### config.mk
export PLATFORM = sky130hd
export DESIGN_NAME = lc3_fetch_ctrl_flat
export DESIGN_NICKNAME = d
export VERILOG_FILES = /design/src/rtl/lc3_ctrl_pkg.sv /design/src/rtl/lc3_fetch_ctrl_if.sv /design/src/rtl/lc3_fetch_wdog.sv /design/src/rtl/lc3_fetch_ctrl.sv /design/src/flat_wrapper.sv
export SDC_FILE = /design/constraint.sdc
export NUM_CORES = 1
export LEC_CHECK = 0
export CAP_MARGIN = 20
export CORE_MARGIN = 3
export CORE_UTILIZATION = 49
export DETAILED_ROUTE_END_ITERATION = 8
export PLACE_DENSITY_LB_ADDON = 0.12
export REMOVE_ABC_BUFFERS = 1
export SYNTH_ARGS = -nofsm -noshare
export SYNTH_HDL_FRONTEND = slang
export SYNTH_SLANG_ARGS = --single-unit
### constraint.sdc
create_clock -name clk -period 2.38 [get_ports clk]
set_input_delay 0.476 -clock clk [delete_from_list [all_inputs] [get_ports clk]]
set_output_delay 0.476 -clock clk [all_outputs]
set_load 0.05 [all_outputs]
### src/rtl/lc3_ctrl_pkg.sv
// Shared LC-3 control definitions: fetch state encoding, PC mux selects, opcodes
// and the per-state strobe decode used by the fetch sequencer.
package lc3_ctrl_pkg;

    typedef enum logic [2:0] {
        IDLE   = 3'd0,
        FETCH1 = 3'd1,
        FETCH2 = 3'd2,
        FETCH3 = 3'd3,
        DECODE = 3'd4,
        FAULT  = 3'd5
    } fetch_state_t;

    localparam logic [1:0] PCMUX_INC  = 2'b00;
    localparam logic [1:0] PCMUX_BUS  = 2'b01;
    localparam logic [1:0] PCMUX_ADDR = 2'b10;

    localparam logic [3:0] OP_BR   = 4'b0000;
    localparam logic [3:0] OP_ADD  = 4'b0001;
    localparam logic [3:0] OP_LD   = 4'b0010;
    localparam logic [3:0] OP_ST   = 4'b0011;
    localparam logic [3:0] OP_JSR  = 4'b0100;
    localparam logic [3:0] OP_AND  = 4'b0101;
    localparam logic [3:0] OP_LDR  = 4'b0110;
    localparam logic [3:0] OP_STR  = 4'b0111;
    localparam logic [3:0] OP_RTI  = 4'b1000;
    localparam logic [3:0] OP_NOT  = 4'b1001;
    localparam logic [3:0] OP_LDI  = 4'b1010;
    localparam logic [3:0] OP_STI  = 4'b1011;
    localparam logic [3:0] OP_JMP  = 4'b1100;
    localparam logic [3:0] OP_RES  = 4'b1101;
    localparam logic [3:0] OP_LEA  = 4'b1110;
    localparam logic [3:0] OP_TRAP = 4'b1111;

    typedef struct packed {
        logic       gate_pc;
        logic       ld_mar;
        logic       ld_pc;
        logic [1:0] pcmux_sel;
        logic       mio_en;
        logic       ld_mdr;
        logic       gate_mdr;
        logic       ld_ir;
        logic       ir_valid;
        logic       busy;
        logic       fault;
    } strobe_t;

    // Moore decode: strobes depend only on the state they are registered for.
    function automatic strobe_t fetch_strobes(fetch_state_t s);
        strobe_t o;
        o = '0;
        case (s)
            FETCH1: begin
                o.gate_pc   = 1'b1;
                o.ld_mar    = 1'b1;
                o.ld_pc     = 1'b1;
                o.pcmux_sel = PCMUX_INC;
                o.busy      = 1'b1;
            end
            FETCH2: begin
                o.mio_en = 1'b1;
                o.ld_mdr = 1'b1;
                o.busy   = 1'b1;
            end
            FETCH3: begin
                o.gate_mdr = 1'b1;
                o.ld_ir    = 1'b1;
                o.busy     = 1'b1;
            end
            DECODE: begin
                o.ir_valid = 1'b1;
                o.busy     = 1'b1;
            end
            FAULT: begin
                o.busy  = 1'b1;
                o.fault = 1'b1;
            end
            default: o = '0;
        endcase
        return o;
    endfunction

endpackage

### src/rtl/lc3_fetch_ctrl_if.sv
// Control/strobe bundle between the fetch sequencer (master) and the
// control unit plus PC/MAR/MDR/IR datapath registers (slave).
interface lc3_fetch_ctrl_if #(parameter int CNT_W = 16);
    logic             start;
    logic             halt;
    logic             mem_ready;
    logic             exec_done;
    logic             gate_pc;
    logic             ld_mar;
    logic             ld_pc;
    logic [1:0]       pcmux_sel;
    logic             mio_en;
    logic             ld_mdr;
    logic             gate_mdr;
    logic             ld_ir;
    logic             ir_valid;
    logic             busy;
    logic             fault;
    logic [CNT_W-1:0] fetch_count;

    modport master (
        input  start, halt, mem_ready, exec_done,
        output gate_pc, ld_mar, ld_pc, pcmux_sel, mio_en, ld_mdr, gate_mdr,
               ld_ir, ir_valid, busy, fault, fetch_count
    );

    modport slave (
        output start, halt, mem_ready, exec_done,
        input  gate_pc, ld_mar, ld_pc, pcmux_sel, mio_en, ld_mdr, gate_mdr,
               ld_ir, ir_valid, busy, fault, fetch_count
    );
endinterface

### src/rtl/lc3_fetch_wdog.sv
// Memory-wait watchdog: counts consecutive FETCH2 cycles without mem_ready.
// Latency: tmo is combinational in the TMO_CYC-th waiting cycle; no backpressure.
// Counter clears whenever the sequencer is outside FETCH2.
module lc3_fetch_wdog #(
    parameter int TMO_CYC = 32
) (
    input  logic clk,
    input  logic rst,
    input  logic in_fetch2,
    input  logic mem_ready,
    output logic tmo
);
    localparam int         W    = $clog2(TMO_CYC + 1);
    localparam logic [W-1:0] LAST = W'(TMO_CYC - 1);

    logic [W-1:0] wait_q;

    always_ff @(posedge clk or posedge rst) begin
        if (rst) begin
            wait_q <= '0;
        end else if (!in_fetch2) begin
            wait_q <= '0;
        end else if (!mem_ready) begin
            wait_q <= wait_q + 1'b1;
        end
    end

    // A late mem_ready in the final cycle still wins over the timeout.
    assign tmo = in_fetch2 && !mem_ready && (wait_q == LAST);
endmodule

### src/rtl/lc3_fetch_ctrl.sv
// LC-3 instruction-fetch sequencer: PC->MAR, MEM->MDR, MDR->IR, then hold for execute.
// Latency: start to ld_ir is 3 edges minimum; FETCH2 stalls on mem_ready, DECODE on exec_done.
// LC3_FETCH_TIMEOUT_EN adds a FETCH2 watchdog that parks the FSM in a sticky FAULT state.
module lc3_fetch_ctrl
    import lc3_ctrl_pkg::*;
#(
    parameter int CNT_W = 16
`ifdef LC3_FETCH_TIMEOUT_EN
    ,
    parameter int TMO_CYC = 32
`endif
) (
    input logic               clk,
    input logic               rst,
    lc3_fetch_ctrl_if.master  bus
);
    fetch_state_t     state;
    fetch_state_t     nxt;
    strobe_t          out_q;
    logic [CNT_W-1:0] cnt_q;

`ifdef LC3_FETCH_TIMEOUT_EN
    logic tmo;

    lc3_fetch_wdog #(.TMO_CYC(TMO_CYC)) u_wdog (
        .clk       (clk),
        .rst       (rst),
        .in_fetch2 (state == FETCH2),
        .mem_ready (bus.mem_ready),
        .tmo       (tmo)
    );
`endif

    always_comb begin
        nxt = state;
        case (state)
            IDLE:   if (bus.start && !bus.halt) nxt = FETCH1;
            FETCH1: nxt = FETCH2;
            FETCH2: begin
                if (bus.mem_ready) nxt = FETCH3;
`ifdef LC3_FETCH_TIMEOUT_EN
                else if (tmo) nxt = FAULT;
`endif
            end
            FETCH3: nxt = DECODE;
            DECODE: if (bus.exec_done) nxt = bus.halt ? IDLE : FETCH1;
            FAULT:  nxt = FAULT;
            default: nxt = IDLE;
        endcase
    end

    // Outputs are registered from the next state so they line up with the state register.
    always_ff @(posedge clk or posedge rst) begin
        if (rst) begin
            state <= IDLE;
            out_q <= '0;
            cnt_q <= '0;
        end else begin
            state <= nxt;
            out_q <= fetch_strobes(nxt);
`ifndef LC3_FETCH_TIMEOUT_EN
            out_q.fault <= 1'b0;
`endif
            if (state == FETCH3) cnt_q <= cnt_q + 1'b1;
        end
    end

    assign bus.gate_pc     = out_q.gate_pc;
    assign bus.ld_mar      = out_q.ld_mar;
    assign bus.ld_pc       = out_q.ld_pc;
    assign bus.pcmux_sel   = out_q.pcmux_sel;
    assign bus.mio_en      = out_q.mio_en;
    assign bus.ld_mdr      = out_q.ld_mdr;
    assign bus.gate_mdr    = out_q.gate_mdr;
    assign bus.ld_ir       = out_q.ld_ir;
    assign bus.ir_valid    = out_q.ir_valid;
    assign bus.busy        = out_q.busy;
    assign bus.fault       = out_q.fault;
    assign bus.fetch_count = cnt_q;
endmodule

### src/flat_wrapper.sv
// flat-port wrapper written by rule: the top's interface ports become plain ports
module lc3_fetch_ctrl_flat import lc3_ctrl_pkg::*;
#(
    parameter int CNT_W = 16

)
  (clk, rst, bus_start, bus_halt, bus_mem_ready, bus_exec_done, bus_gate_pc, bus_ld_mar, bus_ld_pc, bus_pcmux_sel, bus_mio_en, bus_ld_mdr, bus_gate_mdr, bus_ld_ir, bus_ir_valid, bus_busy, bus_fault, bus_fetch_count);
  lc3_fetch_ctrl_if #(.CNT_W(CNT_W)) bus_i ();
  input logic clk;
  input logic rst;
  input wire logic [$bits(bus_i.start)-1:0] bus_start;
  input wire logic [$bits(bus_i.halt)-1:0] bus_halt;
  input wire logic [$bits(bus_i.mem_ready)-1:0] bus_mem_ready;
  input wire logic [$bits(bus_i.exec_done)-1:0] bus_exec_done;
  output wire logic [$bits(bus_i.gate_pc)-1:0] bus_gate_pc;
  output wire logic [$bits(bus_i.ld_mar)-1:0] bus_ld_mar;
  output wire logic [$bits(bus_i.ld_pc)-1:0] bus_ld_pc;
  output wire logic [$bits(bus_i.pcmux_sel)-1:0] bus_pcmux_sel;
  output wire logic [$bits(bus_i.mio_en)-1:0] bus_mio_en;
  output wire logic [$bits(bus_i.ld_mdr)-1:0] bus_ld_mdr;
  output wire logic [$bits(bus_i.gate_mdr)-1:0] bus_gate_mdr;
  output wire logic [$bits(bus_i.ld_ir)-1:0] bus_ld_ir;
  output wire logic [$bits(bus_i.ir_valid)-1:0] bus_ir_valid;
  output wire logic [$bits(bus_i.busy)-1:0] bus_busy;
  output wire logic [$bits(bus_i.fault)-1:0] bus_fault;
  output wire logic [$bits(bus_i.fetch_count)-1:0] bus_fetch_count;
  assign bus_i.start = bus_start;
  assign bus_i.halt = bus_halt;
  assign bus_i.mem_ready = bus_mem_ready;
  assign bus_i.exec_done = bus_exec_done;
  assign bus_gate_pc = bus_i.gate_pc;
  assign bus_ld_mar = bus_i.ld_mar;
  assign bus_ld_pc = bus_i.ld_pc;
  assign bus_pcmux_sel = bus_i.pcmux_sel;
  assign bus_mio_en = bus_i.mio_en;
  assign bus_ld_mdr = bus_i.ld_mdr;
  assign bus_gate_mdr = bus_i.gate_mdr;
  assign bus_ld_ir = bus_i.ld_ir;
  assign bus_ir_valid = bus_i.ir_valid;
  assign bus_busy = bus_i.busy;
  assign bus_fault = bus_i.fault;
  assign bus_fetch_count = bus_i.fetch_count;
  lc3_fetch_ctrl #(.CNT_W(CNT_W)) u_core (.clk(clk), .rst(rst), .bus(bus_i));
endmodule
[After elaboration in Yosys (flattened, before gate mapping)]
Cells that the tools add are included.
W data, S select, Z words.
Operators by class
  add/subtract/negate cells: 1
  eq/ne operators: 10
  multiplexer cells: 10
  reductions and logical operators: 4
Operators by type and width (number)
  $pmux W3 S6: 1
  $add A16 B1 Y16 const B: 1
  $eq A3 B2 Y1 const B: 4
  $eq A3 B3 Y1 const B: 4
  $mux W3: 3
  $eq A3 B1 Y1 const B: 2
  $mux W5: 1
  $reduce_or A5 Y1: 1
  $mux W2: 2
  $logic_not A3 Y1: 1
  $mux W1: 3
  $logic_and A1 B1 Y1: 1
  $logic_not A1 Y1: 1
Word-level totals
  register bits after elaboration: 30
  output and inout port bits: 28

[Longest topological paths before layout]
Gate-level depths: netlist of run 1.
  depth in word-level cells: 7
  depth in mapped cells: 5
  gate-level depth less buffers: 5

[Worst setup path before layout of run 1]
OpenSTA, ideal clock, no wires.
  path type: register -> register
  start point: reg u_core.cnt_q[0], in the netlist u_core.bus.fetch_count[0]
  end point: reg u_core.cnt_q[8], in the netlist u_core.bus.fetch_count[8]
  library setup time: 141 ps
  arrival: 1579 ps
  path slack: 660 ps
  stages on the path, launching flop included: 6
  path buffers: 0
  clock period less this slack: 1720 ps
  cell sequence: dfrtp_1 ha_1 nand4b_4 nor2_1 nand4_1 xnor2_1
On the way
  longest elaborated chain between the ends: 1
Ends and longest elaborated chain
  start, declared: RTL line lc3_fetch_ctrl.sv:20  | logic [CNT_W-1:0] cnt_q;
  start signal, assigned: RTL line lc3_fetch_ctrl.sv:64  | if (state == FETCH3) cnt_q <= cnt_q + 1'b1;
  $add A16 B1 Y16: RTL line lc3_fetch_ctrl.sv:64
Every way passes these cells.
A chain may end at the register's enable or synchronous reset.

[Worst setup path in the final report of run 1]
  start point: reg u_core.cnt_q[5], in the netlist u_core.bus.fetch_count[5]
  end point: out bus_fetch_count[5]
RTL lines
  end, declared: RTL line flat_wrapper.sv:26  | output wire logic [$bits(bus_i.fetch_count)-1:0] bus_fetch_count;
No word-level cell between the ends.

==> flow_metrics.tcl, run 1 <==
set metrics [dict create \
    drive_gt1_frac 0.0738 \
    ys_seq_elements 24 \
    critical_path_cell_list "clkdlybuf4s50_1" \
    all_layer_global_routing_usage 0.157 \
    final_worst_path_cycle_share 0.869 \
    synthesis.instances 95 \
    clk_pin_slew_worst_paths_ns 0.12 \
    placement.setup.worst_slack_ns 0.629 \
    pwr-share-seq 0.412 \
    final.fill_count 163 \
    cts-root-to-sink-buffers 2 \
    tritoncts_num_sinks 24 \
    place_hpwl_um 1510 \
    clock_tree_from_tritoncts "built" \
    grt_start_max_net_pins 25 \
    numCtsBuffers 3 \
    die_width_um 53.9 \
    yosysSeqAreaShare 0.534 \
    final_report_setup_violation_count 0 \
    gr-total-overflow 0 \
    crit_path_end_kind "primary output" \
    vdd_ir_drop_max_uv 926 \
    design.portCount 34 \
    p_leak_nw 0.650 \
    drt_drc_violations_left 0 \
    timing.hold.ws_ns 0.490 \
    avgSynthCellArea_um2 11.8 \
    crit_path_max_fanout 6 \
    portBuffers 30 \
    core_um2 2060 \
    wire_length_of_the_first_global_routing_pass_um 3340 \
    critPathRequiredTime_ns 1.90 \
    synth_cell_types 31 \
    classification_of_the_worst_setup_path "reg -> out" \
    number_of_nets_at_the_end_of_the_flow 131 \
    worstHoldPathType "in -> async" \
    timing.max_cap.violations 0 \
    dr.first_iter.drc_count 5 \
    finalClockSkew_ns 0.00468 \
    final-hold-violation-count 0 \
    worst_ep_arrival_time_ns 1.59 \
    antenna-diode-count 0 \
    routed_wire_length_per_instance_um 13.1 \
    total_power_mw 1.49 \
    area_added_between_synthesis_and_finish_pct 26.4 \
    routed_via_density 5.01 \
    cts-resized-gates 0 \
    grt_pass1_vias 775 \
    combPwrFrac 0.473 \
    clock_insertion_delay_worst_skew_ns 0.30 \
    maxClockFrequency_mhz 483 \
    routed_wl_um 1960 \
    clock_power_share 0.115 \
    antenna_left 0 \
    crit_path_top_delay_cell "clkdlybuf4s50_1" \
    finish.utilization 0.689 \
    timing.critical_path.buf_inv 1 \
    grt_antenna_before_repair 0 \
    fin_tns_setup_ns 0 \
    startpoint_type "flop" \
    grt_setup_unrepaired "no" \
    timing.critical_path.from "u_core.bus.fetch_count[5]$_DFFE_PP0P_" \
    switching_share 0.453 \
    worst_r2r_startpoint "u_core.state[1]$_DFF_PP0_" \
    crit_family "buffers and inverters" \
    design.die.area_um2 2910 \
    netlist_area_um2 1120 \
    htree_levels 1 \
    slowest_delay_ns 0.84 \
    via_count 747 \
    tightestPinTransition_ns 0.509 \
    worst_setup_margin_ns 0.311 \
    final_max_slew_viol_count 0 \
    placementRows 16 \
    first_pass_iters 2 \
    net-switching-power_mw 0.677 \
    period_minus_slack_ns 2.07 \
    cts-hold-fix-buffers 0 \
    status "finished, final reports clean" \
    root_buffer "clkbuf_4" \
    intPower_mw 0.816 \
    die_height_um 53.9 \
    power_density_nw_per_um2 1050 \
    yosysWarningCount 0 \
    post_cts.repair.setup_buffers 0 \
    max-slew-margin-rel 0.659 \
    start_util 0.546 \
    final_estimated_routing_congestion_in_global_placement 0.725 \
]
path summary, 6_finish.rpt:
kind | endpoint | slack [ns] | depth (start not counted)
setup / recovery | bus_fetch_count[5] | 0.31 | 1
hold / removal | u_core.bus.fetch_count[13]$_DFFE_PP0P_ | 0.49 | 3
setup reg to reg | u_core.bus.fetch_count[15]$_DFFE_PP0P_ | 0.86 | 4
hold reg to reg | u_core.bus.fetch_count[15]$_DFFE_PP0P_ | 0.49 | 1
max in group asynchronous | u_core.state[0]$_DFF_PP0_ | 1.65 | 3
min in group clk | u_core.bus.fetch_count[15]$_DFFE_PP0P_ | 0.49 | 1
through the flow:
step	std cells	area, µm²
4_1_cts	149	1420
3_5_place_dp	146	1400
5_1_grt	149	1420
2_1_floorplan	88	1060
6_report	149	1420
3_3_place_gp	146	1400
final cells by class:
| cell class | instances | area [µm²] | share of cell area |
|---|---|---|---|
| flip-flops and latches | 24 | 601 | 0.423 |
| repair buffers | 31 | 308 | 0.217 |
| clock buffers | 3 | 22.5 | 0.0158 |
| multi-input cells | 62 | 449 | 0.316 |
| well taps | 27 | 33.8 | 0.0238 |
| inverters | 2 | 7.51 | 0.00528 |
state kept, by name, summed over array words and instances, names as in the netlist:
signal                  count
u_core.bus.fetch_count     16
u_core.state                3
u_core.bus.busy             1
u_core.bus.gate_mdr         1
u_core.bus.gate_pc          1
u_core.bus.ir_valid         1
u_core.bus.ld_mdr           1
synth_stat cells, drive strengths merged:
master / n / area share
a21oi: 2 / 0.0089
dfrtp: 24 / 0.53
nand3: 6 / 0.027
ha: 1 / 0.011
o211ai: 1 / 0.0067
nand4: 3 / 0.017
a21bo: 1 / 0.0089
a22oi: 1 / 0.0067
xnor2: 13 / 0.10
nand3b: 1 / 0.018
mux2i: 1 / 0.0089
nor2: 5 / 0.017
nor3b: 1 / 0.0067
nand2b: 1 / 0.0056
o31ai: 1 / 0.0067
and3: 2 / 0.011
inv: 2 / 0.0067
and2: 1 / 0.0056
buf: 9 / 0.067
or3: 1 / 0.0056
mux2: 1 / 0.010
nor4: 1 / 0.0056
nor3: 1 / 0.014
or2b: 1 / 0.0067
o21ai: 2 / 0.0089
nand2: 6 / 0.020
xor2: 3 / 0.023
and4: 1 / 0.0078
nand4b: 1 / 0.021
conb: 1 / 0.0033
kinds of logic after synthesis:
kind of cell,after synthesis,synth area share
AND/OR/NAND/NOR,32,0.188
flip-flops,24,0.534
XOR/XNOR,16,0.125
buffers and inverters,11,0.0734
AO/OA/AOI/OAI,8,0.0467
multiplexers,2,0.0189
adder cells (fa/ha/maj),1,0.0111
other,1,0.00333
per-layer routing:
layer | GRT usage | vias to the layer above | part of all wire | routed length [µm]
met2 | 0.302 | 16 | 0.55 | 1070
met4 | 0.0511 | 0 | 0 | 0
met1 | 0.173 | 367 | 0.41 | 801
met3 | 0.0249 | 0 | 0.041 | 80
met5 | 0 | - | 0 | 0
li1 | - | 364 | - | -
power by group through the flow:
stage | sequential, mW | combinational, mW | clock, mW
detailed placement | 0.624 | 0.715 | 0
floorplan | 0.895 | 0.205 | 0
CTS | 0.616 | 0.716 | 0.179
finish | 0.615 | 0.706 | 0.171
global route | 0.635 | 0.757 | 0.192
global placement | 0.620 | 0.701 | 0
cells in the final DEF (no fill, tap or decap), types with 3 or more instances in the layout:
cell,netlist,final
xnor2_1,13,13
nand3_1,6,6
nand2_1,6,6
clkbuf_4,0,3
xor2_1,3,3
clkdlybuf4s50_1,0,30
nor2_1,5,5
nand4_1,3,3
dfrtp_1,24,24
conb_1,1,3
Note: power is estimated with default switching activity, not from simulation.
==> inputs of run 2 (changes only) <==
--- a/config.mk
+++ b/config.mk
@@ -9,6 +9,7 @@
 export CORE_MARGIN = 3
 export CORE_UTILIZATION = 49
 export DETAILED_ROUTE_END_ITERATION = 8
+export HOLD_SLACK_MARGIN = 0.06
 export PLACE_DENSITY_LB_ADDON = 0.12
 export REMOVE_ABC_BUFFERS = 1
 export SYNTH_ARGS = -nofsm -noshare
==> results of run 2 <==
No change in the layout: final DEF, timing and power equal those of run 1.
==> inputs of run 3 (changes only) <==
--- a/config.mk
+++ b/config.mk
@@ -7,7 +7,7 @@
 export LEC_CHECK = 0
 export CAP_MARGIN = 20
 export CORE_MARGIN = 3
-export CORE_UTILIZATION = 49
+export CORE_UTILIZATION = 45
 export DETAILED_ROUTE_END_ITERATION = 8
 export HOLD_SLACK_MARGIN = 0.06
 export PLACE_DENSITY_LB_ADDON = 0.12
==> constraint.sdc (replaced) <==
create_clock -name clk -period 2.2 [get_ports clk]
set_input_delay 0.44 -clock clk [delete_from_list [all_inputs] [get_ports clk]]
set_output_delay 0.44 -clock clk [all_outputs]
set_load 0.05 [all_outputs]
==> flow_metrics.tcl, run 3 (same netlist as run 1, synthesis figures left out) <==
set metrics [dict create \
    finalClockSkew_ns 0.00725 \
    all_layer_global_routing_usage 0.141 \
    place_hpwl_um 1520 \
    drt_drc_violations_left 0 \
    antenna-diode-count 0 \
    crit_path_end_kind "primary output" \
    antenna_left 0 \
    drive_gt1_frac 0.0813 \
    dr.first_iter.drc_count 8 \
    final_report_setup_violation_count 0 \
    vdd_ir_drop_max_uv 684 \
    number_of_nets_at_the_end_of_the_flow 131 \
    routed_via_density 4.90 \
    clock_insertion_delay_worst_skew_ns 0.31 \
    worst_setup_margin_ns 0.173 \
    stdcell_count 151 \
    tritoncts_num_sinks 24 \
    grt_start_max_net_pins 25 \
    clock_tree_from_tritoncts "built" \
    total_power_mw 1.65 \
    net-switching-power_mw 0.727 \
    pwr-share-seq 0.403 \
    start_util 0.490 \
    crit_path_top_delay_cell "clkdlybuf4s50_1" \
    crit_path_max_fanout 6 \
    worstHoldPathType "in -> async" \
    timing.max_cap.violations 0 \
    portBuffers 30 \
    max-slew-margin-rel 0.657 \
    power_density_nw_per_um2 1150 \
    gr-total-overflow 0 \
    placementRows 17 \
    dp_cells 147 \
    status "finished, final reports clean" \
    cts-resized-gates 0 \
    routed_wire_length_per_instance_um 13.0 \
    worst_r2r_path_depth 4 \
    grt_antenna_before_repair 0 \
    root_buffer "clkbuf_4" \
    grt_setup_unrepaired "no" \
    cts-hold-fix-buffers 0 \
    routed_wl_um 1970 \
    classification_of_the_worst_setup_path "reg -> out" \
    grt_pass1_vias 760 \
    r2r_slack_ns 0.63 \
    final_worst_path_cycle_share 0.921 \
    final_estimated_routing_congestion_in_global_placement 0.693 \
    slowest_delay_ns 0.83 \
    timing.critical_path.buf_inv 1 \
    via_count 740 \
    post_dp_cell_area_um2 1400 \
    worst_ep_arrival_time_ns 1.59 \
    intPower_mw 0.920 \
    cts-root-to-sink-buffers 2 \
    tightestPinTransition_ns 0.512 \
    postLayoutCellArea_um2 1440 \
    startpoint_type "flop" \
    combPwrFrac 0.461 \
    wire_length_of_the_first_global_routing_pass_um 3500 \
    post_cts.repair.setup_buffers 0 \
    timing.hold.ws_ns 0.452 \
    layout_common_cells "clkdlybuf4s50_1 (30), dfrtp_1 (24), xnor2_1 (13)" \
    fin_tns_setup_ns 0 \
    htree_levels 1 \
    worst_r2r_startpoint "u_core.state[1]$_DFF_PP0_" \
    period_minus_slack_ns 2.03 \
    first_pass_iters 3 \
    die_width_um 56.0 \
    p_leak_nw 0.658 \
    area_added_between_synthesis_and_finish_pct 27.7 \
    cp_num_cells 1 \
    clock_power_share 0.136 \
    numCtsBuffers 3 \
    crit_family "buffers and inverters" \
    critPathRequiredTime_ns 1.76 \
    largest_reg_flops 16 \
    design.die.area_um2 3140 \
    critical_path_cell_list "clkdlybuf4s50_1" \
    design.portCount 34 \
    clk_pin_slew_worst_paths_ns 0.13 \
    final-hold-violation-count 0 \
    worst_r2r_endpoint "u_core.bus.fetch_count[13]$_DFFE_PP0P_" \
    most_frequent_standard_cell_in_the_layout_excluding_fill_and_tap_cells "clkdlybuf4s50_1" \
    finish.utilization 0.625 \
    placement.setup.worst_slack_ns 0.455 \
    switching_share 0.442 \
    final_max_slew_viol_count 0 \
    maxClockFrequency_mhz 493 \
    core_um2 2300 \
    die_height_um 56.0 \
]
[run 3: cell count changes in the layout (fill, tap and decap cells not counted), sizes merged]
cell / change
clkbuf: +1
[run 3: layout make-up]
class,instances,area [µm²]
Tap cell,28,35.0
Inverter,2,7.51
Fill cell,206,861
Multi-Input combinational cell,62,449
Sequential cell,24,601
Clock buffer,4,36.3
Timing Repair Buffer,31,308
[run 3: routing by layer]
| layer | GRT usage | share of wire |
|---|---|---|
| met1 | 0.172 | 0.43 |
| met4 | 0.0610 | 0.0066 |
| met3 | 0.0278 | 0.040 |
| met5 | 0 | 0 |
| met2 | 0.240 | 0.52 |
[run 3: worst register-to-register path: stages (launching register included)]
cell and delay (ns):
dfrtp_1 0.62, nand3b_4 0.19, nor3_4 0.36, nand4_1 0.15, xnor2_1 0.15
[run 3: power groups by stage]
stage | registers [mW] | clock network [mW] | logic [mW]
after floorplan | 0.968 | 0 | 0.222
final | 0.664 | 0.224 | 0.760
after global placement | 0.670 | 0 | 0.760
after CTS | 0.666 | 0.239 | 0.768
after global routing | 0.686 | 0.256 | 0.802
after detailed placement | 0.676 | 0 | 0.766
[run 3: how the worst max path moves through the flow]
| stage | from | slack (ns) | endpoint |
|---|---|---|---|
| 2_1_floorplan | u_core.bus.fetch_count[0]$_DFFE_PP0P_ | 0.47 | u_core.bus.fetch_count[8]$_DFFE_PP0P_ |
| 3_3_place_gp | u_core.bus.fetch_count[2]$_DFFE_PP0P_ | 0.53 | bus_fetch_count[2] |
| 3_5_place_dp | bus_halt | 0.45 | u_core.bus.ld_mdr$_DFF_PP0_ |
| 4_1_cts | u_core.bus.fetch_count[5]$_DFFE_PP0P_ | 0.15 | bus_fetch_count[5] |
| 5_1_grt | u_core.bus.fetch_count[5]$_DFFE_PP0P_ | 0.09 | bus_fetch_count[5] |
| 6_report | u_core.bus.fetch_count[5]$_DFFE_PP0P_ | 0.17 | bus_fetch_count[5] |
